### config.mk
export PLATFORM = sky130hd
export DESIGN_NAME = food_spawner
export DESIGN_NICKNAME = d
export VERILOG_FILES = /design/src/rtl/snake_pkg.sv /design/src/rtl/coord_reduce.sv /design/src/rtl/food_spawner.sv
export SDC_FILE = /design/constraint.sdc
export NUM_CORES = 1
export LEC_CHECK = 0
export ABC_AREA = 1
export CORE_MARGIN = 5
export CORE_UTILIZATION = 53
export CTS_CLUSTER_DIAMETER = 200
export DETAILED_ROUTE_END_ITERATION = 12
export GPL_TIMING_DRIVEN = 0
export PLACE_DENSITY_LB_ADDON = 0.05
export SYNTH_ARGS = -nofsm -noshare
export SYNTH_HDL_FRONTEND = slang
export SYNTH_SLANG_ARGS = --single-unit
### constraint.sdc
create_clock -name clk -period 2.2 [get_ports clk]
set_clock_uncertainty 0.15 [all_clocks]
set_input_delay 0.44 -clock clk [delete_from_list [all_inputs] [get_ports clk]]
set_output_delay 0.44 -clock clk [all_outputs]
set_load 0.01 [all_outputs]
### src/rtl/snake_pkg.sv
// Shared snake-game constants and the food spawner state encoding.
// The game FSM imports this package as well.
package snake_pkg;

  localparam int unsigned COORD_W = 7;
  localparam int unsigned GRID_W  = 40;
  localparam int unsigned GRID_H  = 30;

  typedef enum logic [2:0] {
    StIdle,
    StReduce,
    StQuery,
    StScan,
    StFail
  } spawn_state_e;

endpackage

### src/rtl/coord_reduce.sv
// One step of the iterative modulo for a single axis.
// Subtracts LIMIT only when the value is out of range, so the result never wraps below zero.
module coord_reduce
  import snake_pkg::*;
#(
  parameter int unsigned LIMIT = GRID_W
) (
  input  logic [COORD_W-1:0] val,
  output logic [COORD_W-1:0] next_val,
  output logic               done
);

  localparam logic [COORD_W-1:0] Lim = COORD_W'(LIMIT);

  assign done     = (val < Lim);
  assign next_val = done ? val : val - Lim;

endmodule

### src/rtl/food_spawner.sv
// Turns free-running LFSR coordinates into a free food cell on the playfield.
// Random candidates are tried first; after repeated hits it falls back to a linear scan.
module food_spawner
  import snake_pkg::*;
#(
  parameter int unsigned MAX_TRIES = 16
) (
  input  logic               clk,
  input  logic               rst,
  input  logic               spawn_req,
  input  logic [COORD_W-1:0] rand_x,
  input  logic [COORD_W-1:0] rand_y,
  output logic               occ_query_valid,
  output logic [COORD_W-1:0] occ_query_x,
  output logic [COORD_W-1:0] occ_query_y,
  input  logic               occ_resp_valid,
  input  logic               occ_hit,
  output logic [COORD_W-1:0] food_x,
  output logic [COORD_W-1:0] food_y,
  output logic               food_valid,
  output logic               busy,
  output logic               spawn_fail
);

  localparam int unsigned Cells  = GRID_W * GRID_H;
  localparam int unsigned ScanW  = $clog2(Cells + 1);
  localparam int unsigned TriesW = $clog2(MAX_TRIES + 1);

  localparam logic [COORD_W-1:0] XLast = COORD_W'(GRID_W - 1);
  localparam logic [COORD_W-1:0] YLast = COORD_W'(GRID_H - 1);

  spawn_state_e       state_q, state_d;
  logic [COORD_W-1:0] cand_x_q, cand_x_d, cand_y_q, cand_y_d;
  logic [COORD_W-1:0] food_x_q, food_x_d, food_y_q, food_y_d;
  logic               food_valid_q, food_valid_d;
  logic [TriesW-1:0]  tries_q, tries_d, tries_inc;
  logic [ScanW-1:0]   scan_cnt_q, scan_cnt_d, scan_inc;

  logic [COORD_W-1:0] red_x, red_y;
  logic               x_done, y_done;
  logic               scan_phase;

  coord_reduce #(
    .LIMIT(GRID_W)
  ) u_reduce_x (
    .val     (cand_x_q),
    .next_val(red_x),
    .done    (x_done)
  );

  coord_reduce #(
    .LIMIT(GRID_H)
  ) u_reduce_y (
    .val     (cand_y_q),
    .next_val(red_y),
    .done    (y_done)
  );

  assign tries_inc  = tries_q + TriesW'(1);
  assign scan_inc   = scan_cnt_q + ScanW'(1);
  // Random phase is over once every try has been spent.
  assign scan_phase = (tries_q == TriesW'(MAX_TRIES));

  always_comb begin
    state_d      = state_q;
    cand_x_d     = cand_x_q;
    cand_y_d     = cand_y_q;
    food_x_d     = food_x_q;
    food_y_d     = food_y_q;
    food_valid_d = food_valid_q;
    tries_d      = tries_q;
    scan_cnt_d   = scan_cnt_q;

    unique case (state_q)
      StIdle: begin
        if (spawn_req) begin
          cand_x_d     = rand_x;
          cand_y_d     = rand_y;
          food_valid_d = 1'b0;
          tries_d      = '0;
          scan_cnt_d   = '0;
          state_d      = StReduce;
        end
      end
      StReduce: begin
        if (x_done && y_done) begin
          state_d = StQuery;
        end else begin
          cand_x_d = red_x;
          cand_y_d = red_y;
        end
      end
      StQuery: begin
        if (occ_resp_valid) begin
          if (!occ_hit) begin
            food_x_d     = cand_x_q;
            food_y_d     = cand_y_q;
            food_valid_d = 1'b1;
            state_d      = StIdle;
          end else if (!scan_phase) begin
            tries_d = tries_inc;
            if (tries_inc < TriesW'(MAX_TRIES)) begin
              cand_x_d = rand_x;
              cand_y_d = rand_y;
              state_d  = StReduce;
            end else begin
              state_d = StScan;
            end
          end else begin
            scan_cnt_d = scan_inc;
            state_d    = (scan_inc == ScanW'(Cells)) ? StFail : StScan;
          end
        end
      end
      StScan: begin
        if (cand_x_q == XLast) begin
          cand_x_d = '0;
          cand_y_d = (cand_y_q == YLast) ? '0 : cand_y_q + COORD_W'(1);
        end else begin
          cand_x_d = cand_x_q + COORD_W'(1);
        end
        state_d = StQuery;
      end
      StFail: begin
        state_d = StIdle;
      end
      default: begin
        state_d = StIdle;
      end
    endcase
  end

  always_ff @(posedge clk) begin
    if (rst) begin
      state_q      <= StIdle;
      cand_x_q     <= '0;
      cand_y_q     <= '0;
      food_x_q     <= '0;
      food_y_q     <= '0;
      food_valid_q <= 1'b0;
      tries_q      <= '0;
      scan_cnt_q   <= '0;
    end else begin
      state_q      <= state_d;
      cand_x_q     <= cand_x_d;
      cand_y_q     <= cand_y_d;
      food_x_q     <= food_x_d;
      food_y_q     <= food_y_d;
      food_valid_q <= food_valid_d;
      tries_q      <= tries_d;
      scan_cnt_q   <= scan_cnt_d;
    end
  end

  // Leaving QUERY always passes through another state, so valid drops between queries.
  assign occ_query_valid = (state_q == StQuery);
  assign occ_query_x     = occ_query_valid ? cand_x_q : '0;
  assign occ_query_y     = occ_query_valid ? cand_y_q : '0;
  assign food_x          = food_x_q;
  assign food_y          = food_y_q;
  assign food_valid      = food_valid_q;
  assign busy            = (state_q != StIdle);
  assign spawn_fail      = (state_q == StFail);

endmodule
==> metrics.md <==
| Metric | Value |
|---|---|
| Antenna-violating nets left | `0` |
| Die Area | `0.00707 sq mm` |
| Yosys warns | `0` |
| Period utilisation layout | `a little over nine tenths` |
| # hold bufs at CTS | `0` |
| I/O Buffers | `between 40 and 50` |
| Max cap viols | `0` |
| Yosys cell types | `40` |
| Initial antenna violation count | `0` |
| Final Critical Period | `about 2100 ps` |
| Crit path max fanout | `10` |
| Storage element area | `approximately 960 sq um` |
| WL/cell | `roughly 14 um` |
| WP buf/inv | `3` |
| Top achievable clock speed | `~470 MHz` |
| Post-DP HPWL | `~6000 um` |
| Async set-or-reset flop fraction in the synthesized netlist | `0%` |
| Mapped Nets | `469` |
| Number of global-route vias before repair | `2988` |
| Diode count | `0` |
| HP Class | `flop to flop` |
| Placed Area | `between 0.003 and 0.004 sq mm` |
| Layout net count | `approximately 530` |
| Post-Synthesis Cell Area | `~0.0029 sq mm` |
| CP Data Arrival Time | `roughly 1500 ps` |
| Worst skew pair latency | `approximately 320 ps` |
| Sink Count | `48` |
| H-tree levels | `2` |
| First-pass GRT wire length | `around 14000 um` |
| CTS tree | `built` |
| Drt drc | `0` |
| Top-count cell post-synth | `nand2_1` |
| # IOs | `a little over 50` |
| CP cell instances | `inv_2 -> nor2_4 -> nand2_4 -> buf_4 -> nor2_1 -> dlygate4sd2_1` |
| Power Dens Cells | `~990 mW/mm^2` |
| Hold Fails Final Rpt | `0` |
| Total GRT Usage | `about a quarter` |
| Synth top area share | `33.0%` |
| Worst r2r src | `cand_x_q[0]` |
| Synthesized flop and latch total | `48` |
| Multi-input logic area | `0.00170 sq mm` |
| Slew margin rel. | `about 60%` |
| Clk root buf | `clkbuf_8` |
| Share of post-route cells with drive strength above 1 | `~10%` |
| Reg clk slew, reported paths | `100 ps` |
| Top_reg_cell synth | `dfxtp_1` |
| Largest cells by area after synthesis | `dfxtp_1, nand2_1, a21oi_1` |
| CP peak stage delay | `approximately 360 ps` |
| Via-to-Cell Ratio | `approximately 5.4` |
| Drt first pass iters | `5` |
| Total grt overflow | `0` |
| Starting Density | `53.8%` |
| Critical Path Slowest Stage Cell | `dfxtp_1` |
| RePlAce Congestion | `~0.95` |
| Run status | `finished clean` |
| Hold WS | `~320 ps` |
| Total core area | `about 0.0054 sq mm` |
| Post-synth EDFFs | `0` |
| Hold_sp | `food_y[2]` |
| Register area share after synthesis | `between 30 and 40%` |
| Top post-synthesis cells by count | `nand2_1, dfxtp_1, inv_1` |
| Largest net degree at the start of global routing | `17` |
| Family with the most delay on the worst path | `buffers and inverters` |
| Data required time at the worst endpoint | `1610 ps` |
| Worst Max-Slew Pin Slew | `between 600 and 700 ps` |
| Area delta synth->final | `26.1%` |
| CP startpoint kind | `flop` |
| Filler Cell Count | `a little over 500` |
| Die height | `~84 um` |
| Drt total wl | `around 8000 um` |
| Crit path launch | `state_q[1]` |
| Mean Syn Cell Area | `6.60 sq um` |
| Initial drt markers | `187` |
| Post-synth top area cell | `dfxtp_1` |
| Vias | `between 3000 and 4000` |
| Post-synthesis cell count | `441` |
| Unrepaired setup endpoints after global routing | `false` |
| Leak Pwr | `around 1.6 nW` |
| Max VDD drop | `between 0.5 and 0.6 mV` |
| CTS Buffer Depth | `2` |
| CP Class | `flop to output pin` |
| Final setup viols | `0` |
| Final instance area | `0.00367 sq mm` |
| Worst setup EP type | `output pin` |
| Num CTS Buffers | `5` |
| Die width | `roughly 84 um` |
| FP Rows | `27` |
| Fin. max-slew vios | `0` |
[layout by cell type (no fill, tap or decap), types with 4 or more instances in the layout]
cell type / n
clkbuf_1: 8
o21ai_0: 21
a21oi_1: 44
inv_1: 46
clkbuf_8: 5
nor3_1: 7
nand3_2: 5
ha_1: 9
o21ai_1: 4
inv_2: 6
nand3_1: 37
dlygate4sd2_1: 13
nor2_1: 39
nand2_1: 111
xor2_1: 7
clkdlybuf4s50_1: 33
dfxtp_1: 45
[sequential cells by signal, indices dropped and copies added (netlist names)]
name,count
cand_y_q,7
tries_q,5
cand_x_q,7
scan_cnt_q,11
food_valid,1
food_x,7
state_q,3
food_y,7
[final timing paths]
| kind | end | slack, ps | depth (start not counted) |
|---|---|---|---|
| worst max-delay path | occ_query_x[4] | 70 | 6 |
| worst min-delay path | food_y[2] | 320 | 2 |
| worst max register to register | cand_y_q[6] | 150 | 11 |
| worst min register to register | food_y[2] | 320 | 2 |
[metal layers]
layer | wire length, um | part of all wire [%] | up-vias | track usage (%)
met4 | 170 | 2.1 | 0 | 7.46
met5 | 0 | 0 | - | 0
met3 | 422 | 5.2 | 16 | 3.26
met2 | 3830 | 47 | 92 | 39.5
li1 | - | - | 1565 | -
met1 | 3660 | 45 | 1394 | 30.6
[power by group]
| part | total (mW) | internal (mW) | switching [mW] |
|---|---|---|---|
| Sequential | 1.26 | 1.04 | 0.216 |
| Clock | 0.790 | 0.458 | 0.332 |
| Combinational | 1.58 | 0.571 | 1.01 |
[area by class of cell]
type	count	area share, %
inverters	53	5.49
repair buffers	51	13.7
flip-flops and latches	48	26.3
multi-input cells	326	46.3
clock buffers	5	1.88
plain buffers	14	1.94
well taps	72	2.46
clock inverters	3	1.88
[tightest hold or removal path, stage by stage, from the launching register on]
cell     delay (ps)
dfxtp_1         320
nand2_1          60
a21oi_1          50
[through the flow]
step / setup TNS, ps / worst slack (ps) / total power [mW] / util [%] / instances
after floorplan: 0 / 348 / 2.31 / - / 441
after global placement: -375 / -42.2 / 2.74 / 64.6 / 562
after detailed placement: -475 / -70.9 / 2.77 / 64.6 / 562
after CTS: 0 / 4.78 / 3.59 / 67.5 / 572
after global routing: 0 / 1.46 / 3.88 / 67.8 / 572
final: 0 / 68.1 / 3.63 / 67.8 / 572
[kinds of logic after synthesis]
group                      after synthesis  synth area share (%)
AOI/OAI and AO/OA                       90                  17.6
xor gates and xnor gates                 9                  2.71
adders and majority gates                9                  3.87
buffers and inverters                   67                  9.16
DFF                                     48                  33.0
and+or+nand+nor                        218                  33.6
[what timing repair did]
action / CTS / global route
setup endpoints to repair: 16 / 8
setup buffers: 2 / 0
gates resized for setup: 20 / 8
gates cloned: 0 / 0
(Power assumes the default switching activity.)
==> RTL edit: new RTL, config.mk and constraints unchanged <==
Put a register stage on the outputs `occ_query_x`, `occ_query_y`, `busy` and `spawn_fail`, with the module's reset. The values now appear one clock later. The other outputs are not delayed to match.
--- a/src/rtl/food_spawner.sv
+++ b/src/rtl/food_spawner.sv
@@ -156,4 +156,2 @@
   assign occ_query_valid = (state_q == StQuery);
-  assign occ_query_x     = occ_query_valid ? cand_x_q : '0;
-  assign occ_query_y     = occ_query_valid ? cand_y_q : '0;
   assign food_x          = food_x_q;
@@ -161,4 +159,15 @@
   assign food_valid      = food_valid_q;
-  assign busy            = (state_q != StIdle);
-  assign spawn_fail      = (state_q == StFail);
+  always_ff @(posedge clk) begin
+    if (rst) begin
+      occ_query_x <= '0;
+      occ_query_y <= '0;
+      busy        <= '0;
+      spawn_fail  <= '0;
+    end else begin
+      occ_query_x <= occ_query_valid ? cand_x_q : '0;
+      occ_query_y <= occ_query_valid ? cand_y_q : '0;
+      busy        <= (state_q != StIdle);
+      spawn_fail  <= (state_q == StFail);
+    end
+  end
 
Check against the original RTL: not equivalent (a bounded check fails within 4 cycles, from zero or initial values and one cycle with rst high).
==> RTL edit against the unedited design <==
Non-clock buffer count down 1; sequential cell count up 16; maximum frequency up 7.0%; global-route usage up 0.34 points; first-iteration DRC count down 5.3%; wire length up 1.7%; synthesized cell count up 1.8%; cell area up 7.2%; setup slack better by 0.14 ns; power down 15%; via count up 2.1%; sequential power up 7%; die area up 6.9%; synthesized area up 7.9%.
==> RTL edit: results (changes against the unedited design) <==
Placed Instance Area = 3720 um^2 (+6.7%)
Top cells by count, synth = nand2_1 (88), nor2_1 (80), dfxtp_1 (64), a21oi_1 (47), inv_1 (43)
Lkg Pwr = 0.00154 uW (-1.7%)
Vias per cell = 5.30 (-1.2%)
Worst vdd ir = 0.493 mV (-5.3%)
Arr. time, crit path = 2.07 ns (+0.53 ns)
Synth Area in XOR/XNOR = 0.0251 (-0.00198)
Number of DRC markers in iteration 0 = 177 (-5.3%)
Sequential fraction of the synthesis area = 0.408 (+0.0780)
Post-synth ARST share = 0 (unchanged)
Top reg by flops = scan_cnt_q
GRT Util Overall = 0.237 (+0.00340)
Yosys cell types = 39 (-2.5%)
First-pass GRT wire length = 14.1 mm (+2.1%)
Max FO, Critical Path = 8 (-2)
Status = finished clean
Top area cells in the synthesized netlist = dfxtp_1 (41%), nand2_1 (11%), nor2_1 (9.6%)
CTS max path bufs = 2 (unchanged)
Initial antenna violation count = 0 (unchanged)
PortBufs = 49 (unchanged)
Total CTS buffers = 9 (+4)
Worst setup SP type = register
Compound-gate portion of the synthesized area = 0.161 (-0.0144)
YS warnings = 0 (unchanged)
H-tree Lvls = 3 (+1)
Drt pass-1 iters = 4 (-1)
Max reg flops = 11 (unchanged)
Critical R2R Launch = state_q[2]
Post-Syn Nets = 477 (+1.7%)
Min-delay src = cand_y_q[6]
Share of post-route cells with drive strength above 1 = 0.0872 (-0.0128)
Final nets = 539 (+2.3%)
Worst reg2reg setup slack = 0.21 ns (+0.06 ns)
DP Cell Count = 573 (+2.0%)
Non-filler cells, final = 591 (+3.3%)
Largest net degree at the start of global routing = 11 (-6)
Drt total wl = 8.22 mm (+1.7%)
Post-DP HPWL = 5.91 mm (-1.7%)
Worst-path clk slew = 0.07 ns (-0.03 ns)
Tightest Pin Transition = 0.633 ns (+0.0314 ns)
Later-pin clock latency in the skew report = 0.35 ns (+0.03 ns)
Min-Delay Path Class = reg -> reg
Syn Area/Cell = 6.99 um^2 (+5.9%)
Adder-cell area share of the yosys netlist = 0.0359 (-0.00282)
Final instance area = 3930 um^2 (+7.2%)
Final hold slack = 0.343 ns (+0.0274 ns)
GPL Wtd Cong = 0.865 (-8.6%)
RTL edit: cell types whose count changed after synthesis, moves of 3 or more:
| cell | change |
|---|---|
| inv_1 | -3 |
| a22oi_1 | +3 |
| nand2_1 | -23 |
| nand3_2 | -5 |
| nor2_1 | +40 |
| a21oi_1 | +3 |
| a211oi_1 | -3 |
| o21ai_1 | -4 |
| o21ai_0 | +3 |
| nand3_1 | -16 |
| dfxtp_1 | +16 |
RTL edit: per-layer routing:
metal | wire length (um) | up-vias | part of all wire | global-route usage
li1 | - | 1587 | - | -
met1 | 3820 | 1422 | 0.46 | 0.311
met2 | 3630 | 99 | 0.44 | 0.365
met3 | 552 | 23 | 0.067 | 0.0634
met4 | 212 | 0 | 0.026 | 0.105
met5 | 0 | - | 0 | 0
RTL edit: worst max-delay path, stage by stage, from the launching register on:
cell and delay (ns):
dfxtp_1 0.33, inv_1 0.14, nand2_4 0.15, nor2_4 0.23, clkinvlp_4 0.22, nor2_1 0.13, nor3_1 0.07, nand2_2 0.16
inv_2 0.09, o21ai_0 0.15, a21oi_1 0.06
RTL edit: area by class of cell:
cell class | instances | area, um^2
flip-flops and latches | 64 | 1280
repair buffers | 51 | 508
inverters | 48 | 184
multi-input cells | 324 | 1640
fillers | 518 | 1920
clock inverters | 3 | 17.5
plain buffers | 13 | 55.1
clock buffers | 13 | 149
well taps | 75 | 93.8
RTL edit: where the power goes:
part           total (uW)  leakage (uW)  internal, uW  switching [uW]
Sequential           1350      0.000520          1250            98.7
Combinational         821      0.000931           291             530
Clock                 907     0.0000834           438             470
Total                3080       0.00154          1980            1100
RTL edit: timing repair:
action,4_1_cts,5_1_grt
hold buffers,0,0
gates resized for setup,1,7
setup buffers,0,2
gates cloned,0,0
pin swaps,0,1
endpoints found under the setup margin,1,8
RTL edit: final timing paths:
kind,end,cells after the start
max,cand_y_q[3],10
min,cand_y_q[6],2
max reg2reg,cand_y_q[3],10
min reg2reg,cand_y_q[6],2
RTL edit: through the flow:
step / setup TNS [ns] / worst slack (ns)
2_1_floorplan: 0 / 0.510
3_3_place_gp: -0.337 / -0.0409
3_5_place_dp: -0.727 / -0.0938
4_1_cts: 0 / 0.0162
5_1_grt: 0 / 0.0114
6_report: 0 / 0.207
RTL edit: cell families after synthesis:
family / Yosys count
buf+inv: 61
fa+ha+maj: 9
simple gates: 215
compound gates: 91
xor+xnor: 9
flops: 64
